**config.mk**
```make
export PLATFORM = sky130hd
export DESIGN_NAME = can_reg_access_ctrl_flat
export DESIGN_NICKNAME = d
export VERILOG_FILES = /design/src/rtl/can_reg_access_ctrl_if.sv /design/src/rtl/can_reg_access_ctrl.sv /design/src/flat_wrapper.sv
export SDC_FILE = /design/constraint.sdc
export NUM_CORES = 1
export LEC_CHECK = 0
export ABC_AREA = 1
export CAP_MARGIN = 20
export CORE_AREA = 10 10 238 217
export DETAILED_ROUTE_END_ITERATION = 12
export DIE_AREA = 0 0 248 227
export PLACE_DENSITY = 0.65
export SLEW_MARGIN = 40
export SYNTH_ARGS = -nofsm -noshare
export SYNTH_HDL_FRONTEND = slang
export SYNTH_SLANG_ARGS = --single-unit
```
**constraint.sdc**
```tcl
create_clock -name i_sys_clk -period 8.46 [get_ports i_sys_clk]
set_input_delay 1.269 -clock i_sys_clk [delete_from_list [all_inputs] [get_ports i_sys_clk]]
set_output_delay 1.269 -clock i_sys_clk [all_outputs]
set_load 0.05 [all_outputs]
```
**src/rtl/can_reg_access_ctrl_if.sv**
```systemverilog
// Bus-side handshake of the CAN register access stage: one-pulse select, R/W and
// write data in; registered read data and response pulses out.
interface can_reg_access_ctrl_if #(
  parameter int unsigned NUM_REGS = 31,
  parameter int unsigned DATA_W   = 8
);
  logic [NUM_REGS-1:0] rs_vector;
  logic                r_neg_w;
  logic [DATA_W-1:0]   wr_data;
  logic [DATA_W-1:0]   rd_data;
  logic                rd_valid;
  logic                wr_ack;
  logic                acc_err;

  modport master (
    output rs_vector, r_neg_w, wr_data,
    input  rd_data, rd_valid, wr_ack, acc_err
  );

  modport slave (
    input  rs_vector, r_neg_w, wr_data,
    output rd_data, rd_valid, wr_ack, acc_err
  );
endinterface

```
**src/rtl/can_reg_access_ctrl.sv**
```systemverilog
// CAN register bank access stage: protected writes, read-to-clear IR, registered responses.
// Optional CAN_REG_ACC_ERR_EN adds a saturating reject counter and a sticky reject flag.
module can_reg_access_ctrl #(
  parameter int unsigned         NUM_REGS      = 31,
  parameter int unsigned         DATA_W        = 8,
  parameter int unsigned         MODE_IDX      = 0,
  parameter int unsigned         IR_IDX        = 3,
  parameter logic [NUM_REGS-1:0] RO_MASK       = 31'h0000_000C,
  parameter logic [NUM_REGS-1:0] RST_ONLY_MASK = 31'h0000_01F0,
  parameter logic [DATA_W-1:0]   MODE_RST      = 8'h01
) (
  input  logic                       i_sys_clk,
  input  logic                       i_reset,
  can_reg_access_ctrl_if.slave       bus,
  input  logic [DATA_W-1:0]          i_status,
  input  logic [DATA_W-1:0]          i_irq_set,
  output logic [NUM_REGS*DATA_W-1:0] o_regs,
  output logic                       o_reset_mode
`ifdef CAN_REG_ACC_ERR_EN
  ,
  output logic [7:0]                 o_err_cnt,
  output logic                       o_err_sticky
`endif
);

  localparam int unsigned STATUS_IDX = 2;

  typedef enum logic [1:0] {IDLE, RD_RSP, WR_RSP, ERR_RSP} state_t;

  state_t              state, state_nxt;
  logic [DATA_W-1:0]   regs [NUM_REGS];
  logic [DATA_W-1:0]   rd_data_q;
  logic [DATA_W-1:0]   rd_mux;
  logic [DATA_W-1:0]   ir_clr;
  logic [DATA_W-1:0]   mode_wr_val;
  logic                any_sel, one_hot, hit_ro, hit_rst_only, mode_rst;
  logic                rd_ok, wr_ok, reject;

  always_comb begin
    any_sel      = |bus.rs_vector;
    one_hot      = any_sel && ((bus.rs_vector & (bus.rs_vector - NUM_REGS'(1))) == '0);
    hit_ro       = |(bus.rs_vector & RO_MASK);
    hit_rst_only = |(bus.rs_vector & RST_ONLY_MASK);
    mode_rst     = regs[MODE_IDX][0];
    rd_ok        = one_hot && bus.r_neg_w;
    wr_ok        = one_hot && !bus.r_neg_w &&
                   (bus.rs_vector[MODE_IDX] || (!hit_ro && !(hit_rst_only && !mode_rst)));
    reject       = any_sel && !rd_ok && !wr_ok;
    ir_clr       = (rd_ok && bus.rs_vector[IR_IDX]) ? '1 : '0;
    mode_wr_val  = bus.wr_data;
`ifdef CAN_REG_ACC_ERR_EN
    mode_wr_val[7] = 1'b0;
`endif
    // select is one-hot whenever this value is consumed, so OR-ing is a plain mux
    rd_mux = '0;
    for (int unsigned i = 0; i < NUM_REGS; i++) begin
      if (bus.rs_vector[i]) begin
        rd_mux = rd_mux | ((i == STATUS_IDX) ? i_status : regs[i]);
      end
    end
  end

  // IR is hardware-owned: set strobes win over read-to-clear in the same cycle
  always_ff @(posedge i_sys_clk or posedge i_reset) begin
    if (i_reset) begin
      for (int unsigned i = 0; i < NUM_REGS; i++) begin
        regs[i] <= (i == MODE_IDX) ? MODE_RST : '0;
      end
    end else begin
      for (int unsigned i = 0; i < NUM_REGS; i++) begin
        if (i == IR_IDX) begin
          regs[i] <= (regs[i] & ~ir_clr) | i_irq_set;
        end else if (wr_ok && bus.rs_vector[i]) begin
          regs[i] <= (i == MODE_IDX) ? mode_wr_val : bus.wr_data;
        end
      end
    end
  end

  always_ff @(posedge i_sys_clk or posedge i_reset) begin
    if (i_reset) begin
      rd_data_q <= '0;
    end else if (rd_ok) begin
      rd_data_q <= rd_mux;
    end
  end

`ifdef CAN_REG_ACC_ERR_EN
  always_ff @(posedge i_sys_clk or posedge i_reset) begin
    if (i_reset) begin
      o_err_cnt    <= '0;
      o_err_sticky <= 1'b0;
    end else begin
      if (reject && (o_err_cnt != 8'hFF)) begin
        o_err_cnt <= o_err_cnt + 8'd1;
      end
      if (reject) begin
        o_err_sticky <= 1'b1;
      end else if (wr_ok && bus.rs_vector[MODE_IDX] && bus.wr_data[7]) begin
        o_err_sticky <= 1'b0;
      end
    end
  end
`endif

  always_ff @(posedge i_sys_clk or posedge i_reset) begin
    if (i_reset) begin
      state <= IDLE;
    end else begin
      state <= state_nxt;
    end
  end

  always_comb begin
    state_nxt = IDLE;
    if (!any_sel) begin
      state_nxt = IDLE;
    end else if (rd_ok) begin
      state_nxt = RD_RSP;
    end else if (wr_ok) begin
      state_nxt = WR_RSP;
    end else begin
      state_nxt = ERR_RSP;
    end
  end

  always_comb begin
    bus.rd_valid = (state == RD_RSP);
    bus.wr_ack   = (state == WR_RSP);
    bus.acc_err  = (state == ERR_RSP);
    bus.rd_data  = rd_data_q;
    o_reset_mode = regs[MODE_IDX][0];
    o_regs       = '0;
    for (int unsigned i = 0; i < NUM_REGS; i++) begin
      o_regs[i*DATA_W +: DATA_W] = regs[i];
    end
  end

endmodule

```
**src/flat_wrapper.sv**
```systemverilog
// flat-port wrapper written by rule: the top's interface ports become plain ports
module can_reg_access_ctrl_flat 
#(
  parameter int unsigned         NUM_REGS      = 31,
  parameter int unsigned         DATA_W        = 8,
  parameter int unsigned         MODE_IDX      = 0,
  parameter int unsigned         IR_IDX        = 3,
  parameter logic [NUM_REGS-1:0] RO_MASK       = 31'h0000_000C,
  parameter logic [NUM_REGS-1:0] RST_ONLY_MASK = 31'h0000_01F0,
  parameter logic [DATA_W-1:0]   MODE_RST      = 8'h01
)
  (i_sys_clk, i_reset, i_status, i_irq_set, o_regs, o_reset_mode, bus_rs_vector, bus_r_neg_w, bus_wr_data, bus_rd_data, bus_rd_valid, bus_wr_ack, bus_acc_err);
  can_reg_access_ctrl_if #(.NUM_REGS(NUM_REGS), .DATA_W(DATA_W)) bus_i ();
  input  logic i_sys_clk;
  input  logic i_reset;
  input  logic [DATA_W-1:0] i_status;
  input  logic [DATA_W-1:0] i_irq_set;
  output logic [NUM_REGS*DATA_W-1:0] o_regs;
  output logic o_reset_mode;
  input wire logic [$bits(bus_i.rs_vector)-1:0] bus_rs_vector;
  input wire logic [$bits(bus_i.r_neg_w)-1:0] bus_r_neg_w;
  input wire logic [$bits(bus_i.wr_data)-1:0] bus_wr_data;
  output wire logic [$bits(bus_i.rd_data)-1:0] bus_rd_data;
  output wire logic [$bits(bus_i.rd_valid)-1:0] bus_rd_valid;
  output wire logic [$bits(bus_i.wr_ack)-1:0] bus_wr_ack;
  output wire logic [$bits(bus_i.acc_err)-1:0] bus_acc_err;
  assign bus_i.rs_vector = bus_rs_vector;
  assign bus_i.r_neg_w = bus_r_neg_w;
  assign bus_i.wr_data = bus_wr_data;
  assign bus_rd_data = bus_i.rd_data;
  assign bus_rd_valid = bus_i.rd_valid;
  assign bus_wr_ack = bus_i.wr_ack;
  assign bus_acc_err = bus_i.acc_err;
  can_reg_access_ctrl #(.NUM_REGS(NUM_REGS), .DATA_W(DATA_W), .MODE_IDX(MODE_IDX), .IR_IDX(IR_IDX), .RO_MASK(RO_MASK), .RST_ONLY_MASK(RST_ONLY_MASK), .MODE_RST(MODE_RST)) u_core (.i_sys_clk(i_sys_clk), .i_reset(i_reset), .bus(bus_i), .i_status(i_status), .i_irq_set(i_irq_set), .o_regs(o_regs), .o_reset_mode(o_reset_mode));
endmodule
```
==> metrics.txt, run 1 <==
setup bufs post-CTS 0; FMAX 0.223 GHz; Worst Hold Class register to register; largest net degree at the start of global routing 142; hpwl dp 47300 µm; Die Span X 248 µm; Critical Path Source Type input port; worst-margin pin slew 0.947 ns; Final Setup Violations 0; R2R Setup Slk 5.74 ns; Syn Nets 1788; Placed Cells 2557; Switch Pwr 0.734 mW; Top Metal Used met4; core area 46500 µm²; H-tree levels 1; fin crit share 53.0%; Crit path top cell by count nand2_1; wire per inst 25.6 µm; Slew HR 36.9%; CTS resizes 0; Max stage delay on crit path 0.72 ns; Worst Path Required 8.97 ns; min Tclk post-route 4.48 ns; Yosys Warn Count 0; TritonCTS clock tree done; metal2 WL 28800 µm; DRT antenna net count 0; Max Root-Sink Buffers 3; final core utilization 39.8%; status complete, no violations; Clock Power Share 48.8%; vias in the first global route 13.8k; area of the die 56300 µm²; max cap viols 0; Post-Syn Area per Cell 8.00 µm²; Setup WS pre-CTS 3.37 ns; final routed DRC violation total 0; Leak 8.93 nW; max-slew violations 0; GR Util All Layers 22.9%; buffers added on ports 317; VDD IR-drop max 0.138 mV; RSZ-0062 raised after global routing no; Synth Register Bits 258; Row Count 75; CP Buf/Inv Count 4; P_int 2.12 mW; Synth cell types 30; Crit-path slowest cell buf_4; Sw Ratio 25.7%; CP Class input port to register; initial antenna violation count 1; PwrDens 155 nW/µm²; Layout area overhead 33.6%; post-synth top area cell dfrtp_1; RePlAce Congestion 0.912; Final Worst Setup Slack 3.98 ns; cell count after synthesis 1730; Final Hold Fails 0; Clock Skew 0.00736 ns; area share of the largest cell type after synthesis 46.5%; CTS root buffer clkbuf_16; CP max FO 72; # nets final 2032; crit path DAT 5.00 ns; share of layout cells above drive strength 1 7.72%; Ports 318; Post-CTS Hold Fix Bufs 0; cells along the critical path clkdlybuf4s50_1 -> buf_4 -> nor2_1 -> nand2_1 -> nor2_2 -> nand2_1 -> nand2_1 -> nand2_1 -> nor2_1 -> nand2_1 -> nor2_1 -> nand2_1 -> nor2_4 -> buf_4 -> buf_4 -> nand4_1 -> nand2_1; die span in y 227 µm; First DRT Iteration DRCs 1734; Cell Area, Synth 13800 µm²; Logic pwr share 8.0%; Layout fillers 4700; top post-synthesis cells by area dfrtp_1 (46%), nand2_1 (20%), nand4_1 (12%), nand4_4 (4.6%), a22o_1 (2.8%); cell family with most CP delay simple AND/OR/NAND/NOR gates; Sequential Power Share 43.2%; WL met3 7180 µm; Post-Layout Cell Count 2612; sequential area share after synthesis 46.7%; Routed WL 66900 µm; first drt pass iteration count 5; CTS sink cnt 258; worst-skew pair later-pin latency 0.58 ns; Initial Util 29.8%; first-pass GRT wire length 96900 µm; setup_tns 0 ns; global route total overflow 0; met1 wire length 29400 µm; Reg clk slew, reported paths 0.06 ns; CP Capture Type register; drt via density 5.48; Vias 14.3k; cts bufs inserted 30
==> cells in the mapped netlist <==
cell type,number
and2_1,1
dfrtp_1,257
nor3_1,24
nor2_1,78
a22o_1,45
buf_8,1
a221oi_1,4
a21boi_0,1
nand4_1,261
o21ai_1,3
buf_6,17
nor2_2,8
nand2_2,2
a211oi_1,3
buf_1,18
inv_2,4
nand4_4,30
buf_4,14
o21ai_2,2
nand3b_1,2
a21oi_1,6
nand2_1,733
dfstp_2,1
clkbuf_1,72
o21ai_0,5
a21oi_4,1
nand3_1,43
inv_1,58
buf_2,32
nor2_4,4
==> layout make-up <==
class	count	area (µm²)	area share (%)
Clock buffer	44	885	4.78
Timing Repair Buffer	366	3630	19.6
Sequential cell	258	6460	34.9
Antenna cell	1	2.50	0.0135
Multi-Input combinational cell	1256	6350	34.4
Inverter	62	245	1.33
Tap cell	616	771	4.17
Clock inverter	9	149	0.805
==> stage by stage <==
| step | hold slack [ns] | total power [mW] | instance area [µm²] |
|---|---|---|---|
| 2_1_floorplan | 0.595 | 1.38 | 13800 |
| 3_3_place_gp | 0.364 | 1.48 | 17300 |
| 3_5_place_dp | 0.364 | 1.48 | 17400 |
| 4_1_cts | 0.381 | 2.87 | 18500 |
| 5_1_grt | 0.399 | 2.94 | 18500 |
| 6_report | 0.375 | 2.86 | 18500 |
==> path summary, 6_finish.rpt <==
check                      depth (start not counted)                             end                     startpoint
min                                                0   u_core.o_regs[16]$_DFFE_PP0P_  u_core.o_regs[16]$_DFFE_PP0P_
max reg2reg                                        6  u_core.o_regs[181]$_DFFE_PP0P_   u_core.o_regs[0]$_DFFE_PP1P_
max in group asynchronous                          3     u_core.o_regs[28]$_DFF_PP0_                        i_reset
min in group asynchronous                          2   u_core.o_regs[21]$_DFFE_PP0P_                        i_reset
max                                               17  u_core.o_regs[172]$_DFFE_PP0P_               bus_rs_vector[6]
min reg2reg                                        0   u_core.o_regs[16]$_DFFE_PP0P_  u_core.o_regs[16]$_DFFE_PP0P_
==> state kept, by name (all words and copies together) (netlist names) <==
signal	cells
u_core.state	2
u_core.o_regs	248
u_core.bus.rd_data	8
==> logic make-up (layout without fill, tap and decap cells) <==
| group | Yosys count | after routing | synth area share, % |
|---|---|---|---|
| compound gates | 70 | 70 | 4.07 |
| buf+inv | 216 | 481 | 7.53 |
| flops | 258 | 258 | 46.7 |
| other cells | 0 | 1 | 0 |
| simple gates | 1186 | 1186 | 41.8 |
==> placed cells by master (no fill, tap or decap), drive strengths merged <==
master / synthesis / final
nand3b: 2 / 2
a211oi: 3 / 3
buf: 82 / 55
nor3: 24 / 24
nand4: 291 / 291
nor2: 90 / 90
dfrtp: 257 / 257
clkdlybuf4s50: 0 / 311
a21oi: 7 / 7
nand2: 735 / 735
a22o: 45 / 45
o21ai: 10 / 10
a221oi: 4 / 4
diode: 0 / 1
a21boi: 1 / 1
nand3: 43 / 43
inv: 62 / 62
and2: 1 / 1
clkbuf: 72 / 44
bufinv: 0 / 4
clkinv: 0 / 5
dfstp: 1 / 1
==> layer usage <==
| metal | vias to the layer above | global-route usage, % |
|---|---|---|
| li1 | 6350 | - |
| met1 | 7046 | 32.8 |
| met2 | 823 | 33.8 |
| met3 | 98 | 6.00 |
| met4 | 0 | 5.13 |
| met5 | - | 0 |
==> power groups by stage <==
stage,sequential [mW],clock [mW],combinational [mW]
3_3_place_gp,1.26,0,0.223
3_5_place_dp,1.26,0,0.225
5_1_grt,1.23,1.46,0.244
2_1_floorplan,1.26,0,0.124
4_1_cts,1.23,1.41,0.226
6_report,1.23,1.39,0.230
No activity file was read; power rests on OpenSTA's default activity.
==> run 2: changes to the inputs <==
- clock period: 8.46 -> 4 ns (I/O delays scaled with it)
==> run 2 against run 1 <==
Global-route usage is 0.25 points higher; sequential share of layout area decreased by 0.054 points; first-iteration DRC count is 8.4% higher; largest cell class unchanged.
==> metrics.txt, run 2 (synthesis gave the netlist of run 1 again) <==
Hold Crit Start u_core.o_regs[22]$_DFFE_PP0P_; status complete, no violations; Final Power 5.80 mW; min Tclk post-route 3.14 ns; Row Count 75; P_int 4.28 mW; CTS sink cnt 258; Layout area overhead 33.8%; Ports 318; CP Class input port to register; Post-Layout Cell Count 2622; share of layout cells above drive strength 1 8.13%; Final Worst Setup Slack 0.859 ns; RePlAce Congestion 0.923; Placed Cells 2573; final routed DRC violation total 0; first drt pass iteration count 7; FMAX 0.318 GHz; worst r2r src u_core.o_regs[0]$_DFFE_PP1P_; Setup WS pre-CTS 0.386 ns; CTS root buffer clkbuf_16; fin crit share 78.5%; max reg flops 248; Worst Hold End u_core.o_regs[22]$_DFFE_PP0P_; wire per inst 25.8 µm; R2R Setup Slk 1.47 ns; global route total overflow 0; area of the die 56300 µm²; Clock Power Share 46.2%; buffers added on ports 317; drt via density 5.48; Leak 8.94 nW; CTS resizes 0; Hold Worst Slack 0.374 ns; Vias 14.4k; core area 46500 µm²; DRT antenna net count 0; worst-skew pair later-pin latency 0.58 ns; # nets final 2045; initial antenna violation count 5; Max Root-Sink Buffers 3; largest net degree at the start of global routing 117; Placed Area 17600 µm²; commonest non-fill, non-tap cell in the layout nand2_1; RSZ-0062 raised after global routing no; Final Setup Violations 0; FF-to-FF End u_core.o_regs[63]$_DFFE_PP0P_; Initial Util 29.8%; Sw Ratio 26.1%; Worst Path Required 4.45 ns; setup_tns 0 ns; crit path DAT 3.59 ns; final core utilization 39.9%; Final Cell Area 18500 µm²; Logic pwr share 8.7%; PwrDens 313 nW/µm²; Switch Pwr 1.51 mW; Critical Path Source Type input port; Die Span X 248 µm; Clock Skew 0.0275 ns; Routed WL 67700 µm; GR Util All Layers 23.1%; Final Hold Fails 0; Slew HR 39.6%; max cap viols 0; Reg clk slew, reported paths 0.06 ns; CP max FO 20; most frequent cells in the layout nand2_1 (733), clkdlybuf4s50_1 (312), nand4_1 (261), dfrtp_1 (257), nor2_1 (78); die span in y 227 µm; vias in the first global route 13.8k; max-slew violations 0; worst r2r path cells 6; VDD IR-drop max 0.294 mV; worst hold stages 0; first-pass GRT wire length 97200 µm; setup bufs post-CTS 0; Post-CTS Hold Fix Bufs 0; Sequential Power Share 45.0%; First DRT Iteration DRCs 1879; worst-margin pin slew 0.906 ns; TritonCTS clock tree done; hpwl dp 49700 µm; cts bufs inserted 28; H-tree levels 1; Layout fillers 4686; Worst Hold Class register to register; CP Capture Type register
run 2: cell count changes in the layout (fill, tap and decap cells not counted), sizes merged:
cell,before,now
buf,55,69
clkbuf,44,39
bufinv,4,3
clkdlybuf4s50,311,312
clkinv,5,6
clkinvlp,0,1
inv,62,61
run 2: worst max path at each step:
stage                                        end              from
6_report           u_core.o_regs[63]$_DFFE_PP0P_  bus_rs_vector[5]
5_1_grt        u_core.bus.rd_data[1]$_DFFE_PP0P_  bus_rs_vector[5]
4_1_cts            u_core.o_regs[58]$_DFFE_PP0P_  bus_rs_vector[5]
3_5_place_dp       u_core.o_regs[58]$_DFFE_PP0P_  bus_rs_vector[5]
3_3_place_gp   u_core.bus.rd_data[3]$_DFFE_PP0P_  bus_rs_vector[5]
2_1_floorplan  u_core.bus.rd_data[0]$_DFFE_PP0P_           i_reset
run 2: worst max-delay path: stages:
cell and delay (ns):
clkdlybuf4s50_1 0.64, nor2_1 0.25, nand2_1 0.12, nor2_1 0.20, o21ai_0 0.17, a21oi_4 0.73, buf_4 0.42, nand4_4 0.25
nand2_1 0.14, nand2_1 0.06
run 2: layout make-up:
type	count	area [µm²]	share of cell area (%)
antenna	1	2.50	0.0135
sequential	258	6460	34.9
timing repair buffer	381	3790	20.4
clock buffer	39	782	4.22
multi-input combinational	1256	6350	34.3
inverter	62	236	1.28
clock inverter	9	131	0.709
tap	616	771	4.16
run 2: routing by layer:
metal	part of all wire, %	vias up	wire, µm	track usage (%)
met1	42	6963	28700	31.8
met5	0.071	-	48	0
met3	12	116	8040	7.75
li1	-	6375	-	-
met4	3.2	8	2190	6.80
met2	42	897	28700	33.8
run 2: power groups by stage:
stage | combinational [mW] | sequential (mW) | clock, mW
4_1_cts | 0.499 | 2.61 | 2.71
2_1_floorplan | 0.262 | 2.66 | 0
3_3_place_gp | 0.496 | 2.66 | 0
5_1_grt | 0.537 | 2.61 | 2.82
6_report | 0.507 | 2.61 | 2.68
3_5_place_dp | 0.498 | 2.66 | 0
==> run 3: changes to the inputs <==
- clock period: 4 -> 2.53 ns (I/O delays scaled with it)
==> run 3 against run 2 <==
Cell count grew 5.0%; first-iteration DRC count down 9.0%; sequential power is 58% higher; critical path depth down 9; worst setup slack got worse by 0.78 ns; critical endpoint is now o_regs[0].
==> metrics.txt, run 3 (synthesis gave the netlist of run 1 again) <==
footprint of the multi-input gates 6480 µm²; Initial Util 29.8%; CP Buf/Inv Count 1; global route total overflow 0; Reg clk slew, reported paths 0.06 ns; Max stage delay on crit path 0.85 ns; setup_tns 0 ns; PwrDens 474 nW/µm²; buffers added on ports 317; largest net degree at the start of global routing 65; final core utilization 43.2%; Sequential Power Share 43.4%; Layout fillers 4575; CP max FO 5; H-tree levels 1; max cap viols 0; Final Hold Fails 0; Crit-path slowest cell clkdlybuf4s50_1; Vias 15.0k; Leak 9.89 nW; RePlAce Congestion 0.943; wire per inst 25.4 µm; initial antenna violation count 8; Critical Path Source Type register; max reg flops 248; CTS sink cnt 258; Sw Ratio 25.8%; # nets final 2170; VDD IR-drop max 0.495 mV; cts bufs inserted 30; fin crit share 97.0%; P_int 7.05 mW; vias in the first global route 14.4k; DRT antenna net count 0; Final Setup Violations 0; core area 46500 µm²; first-pass GRT wire length 99700 µm; Clock Skew 0.00916 ns; Max Root-Sink Buffers 3; Placed Cells 2688; Layout area overhead 44.9%; area of the die 56300 µm²; Clock Power Share 46.9%; crit path DAT 2.07 ns; Routed WL 69900 µm; Ports 318; Worst Path Required 2.15 ns; register area 6460 µm²; first drt pass iteration count 6; Logic pwr share 9.7%; worst-skew pair later-pin latency 0.57 ns; Post-CTS Hold Fix Bufs 0; status complete, no violations; final routed DRC violation total 0; CP Capture Type primary output; min Tclk post-route 2.45 ns; Final Power 9.51 mW; Row Count 75; cells along the critical path clkdlybuf4s50_1; share of layout cells above drive strength 1 14.9%; Switch Pwr 2.45 mW; Post-Layout Cell Count 2753; FMAX 0.408 GHz; most frequent cells in the layout nand2_1 (728), clkdlybuf4s50_1 (296), nand4_1 (261), dfrtp_1 (257), buf_4 (149); TritonCTS clock tree done; die span in y 227 µm; worst-margin pin slew 0.686 ns; drt via density 5.44; cell family with most CP delay buffers and inverters; Hold Worst Slack 0.267 ns; Worst Hold Class input port to asynchronous set/reset pin; First DRT Iteration DRCs 1709; Die Span X 248 µm; GR Util All Layers 23.6%; max-slew violations 0; hpwl dp 51400 µm; CTS root buffer clkbuf_16; Slew HR 54.1%; commonest non-fill, non-tap cell in the layout nand2_1; CP Class register to primary output
## run 3: cell types whose count changed in the layout (fill, tap and decap cells not counted), sizes merged
cell	change
buf	+112
bufinv	-1
clkbuf	+13
clkdlybuf4s50	-16
clkinv	-2
clkinvlp	+1
diode	+3
dlygate4sd2	+1
dlymetal6s2s	+20
## run 3: metrics by stage
step                      cell area [µm²]  setup slack, ns
after floorplan                     13800            -1.25
final                               20100           0.0765
after CTS                           19700          0.00369
after global placement              18600           -0.652
after detailed placement            18600           -0.634
after global routing                20000         -0.00537
## run 3: timing repair
| item | CTS | global route |
|---|---|---|
| pin swaps | 0 | 14 |
| endpoints found under the setup margin | 87 | 249 |
| endpoints found under the hold margin | 0 | 0 |
| cloned | 1 | 6 |
| gates resized for setup | 4 | 66 |
| buffers inserted | 0 | 2 |
## run 3: area by class of cell
type                            count  area share, %
Antenna cell                        4         0.0499
Clock buffer                       46           4.50
Clock inverter                      7          0.474
Inverter                           62           1.18
Multi-Input combinational cell   1256           32.3
Sequential cell                   258           32.2
Tap cell                          616           3.84
Timing Repair Buffer              504           25.4
## run 3: power by group through the flow
stage / Clock, mW / Sequential, mW / Combinational, mW
after floorplan: 0 / 4.20 / 0.415
after global placement: 0 / 4.20 / 0.892
after detailed placement: 0 / 4.20 / 0.896
after CTS: 4.50 / 4.13 / 0.900
after global routing: 4.66 / 4.12 / 0.974
final: 4.45 / 4.13 / 0.925
## run 3: path summary, 6_finish.rpt
path	depth (start not counted)	start	to	slack, ns
worst min register to register	0	u_core.o_regs[16]$_DFFE_PP0P_	u_core.o_regs[16]$_DFFE_PP0P_	0.37
worst max register to register	7	u_core.o_regs[0]$_DFFE_PP1P_	u_core.o_regs[138]$_DFFE_PP0P_	0.55
min in group i_sys_clk	3	i_irq_set[4]	u_core.o_regs[28]$_DFF_PP0_	0.34
worst min-delay path	3	i_reset	u_core.o_regs[17]$_DFFE_PP0P_	0.27
worst max-delay path	1	u_core.o_regs[0]$_DFFE_PP1P_	o_regs[0]	0.08
max in group asynchronous	4	i_reset	u_core.o_regs[30]$_DFF_PP0_	1.57
## run 3: routing by layer
metal | share of wire, % | GRT usage, %
met1 | 41 | 31.7
met2 | 44 | 35.5
met3 | 12 | 8.07
met4 | 2.7 | 6.21
met5 | 0.080 | 0
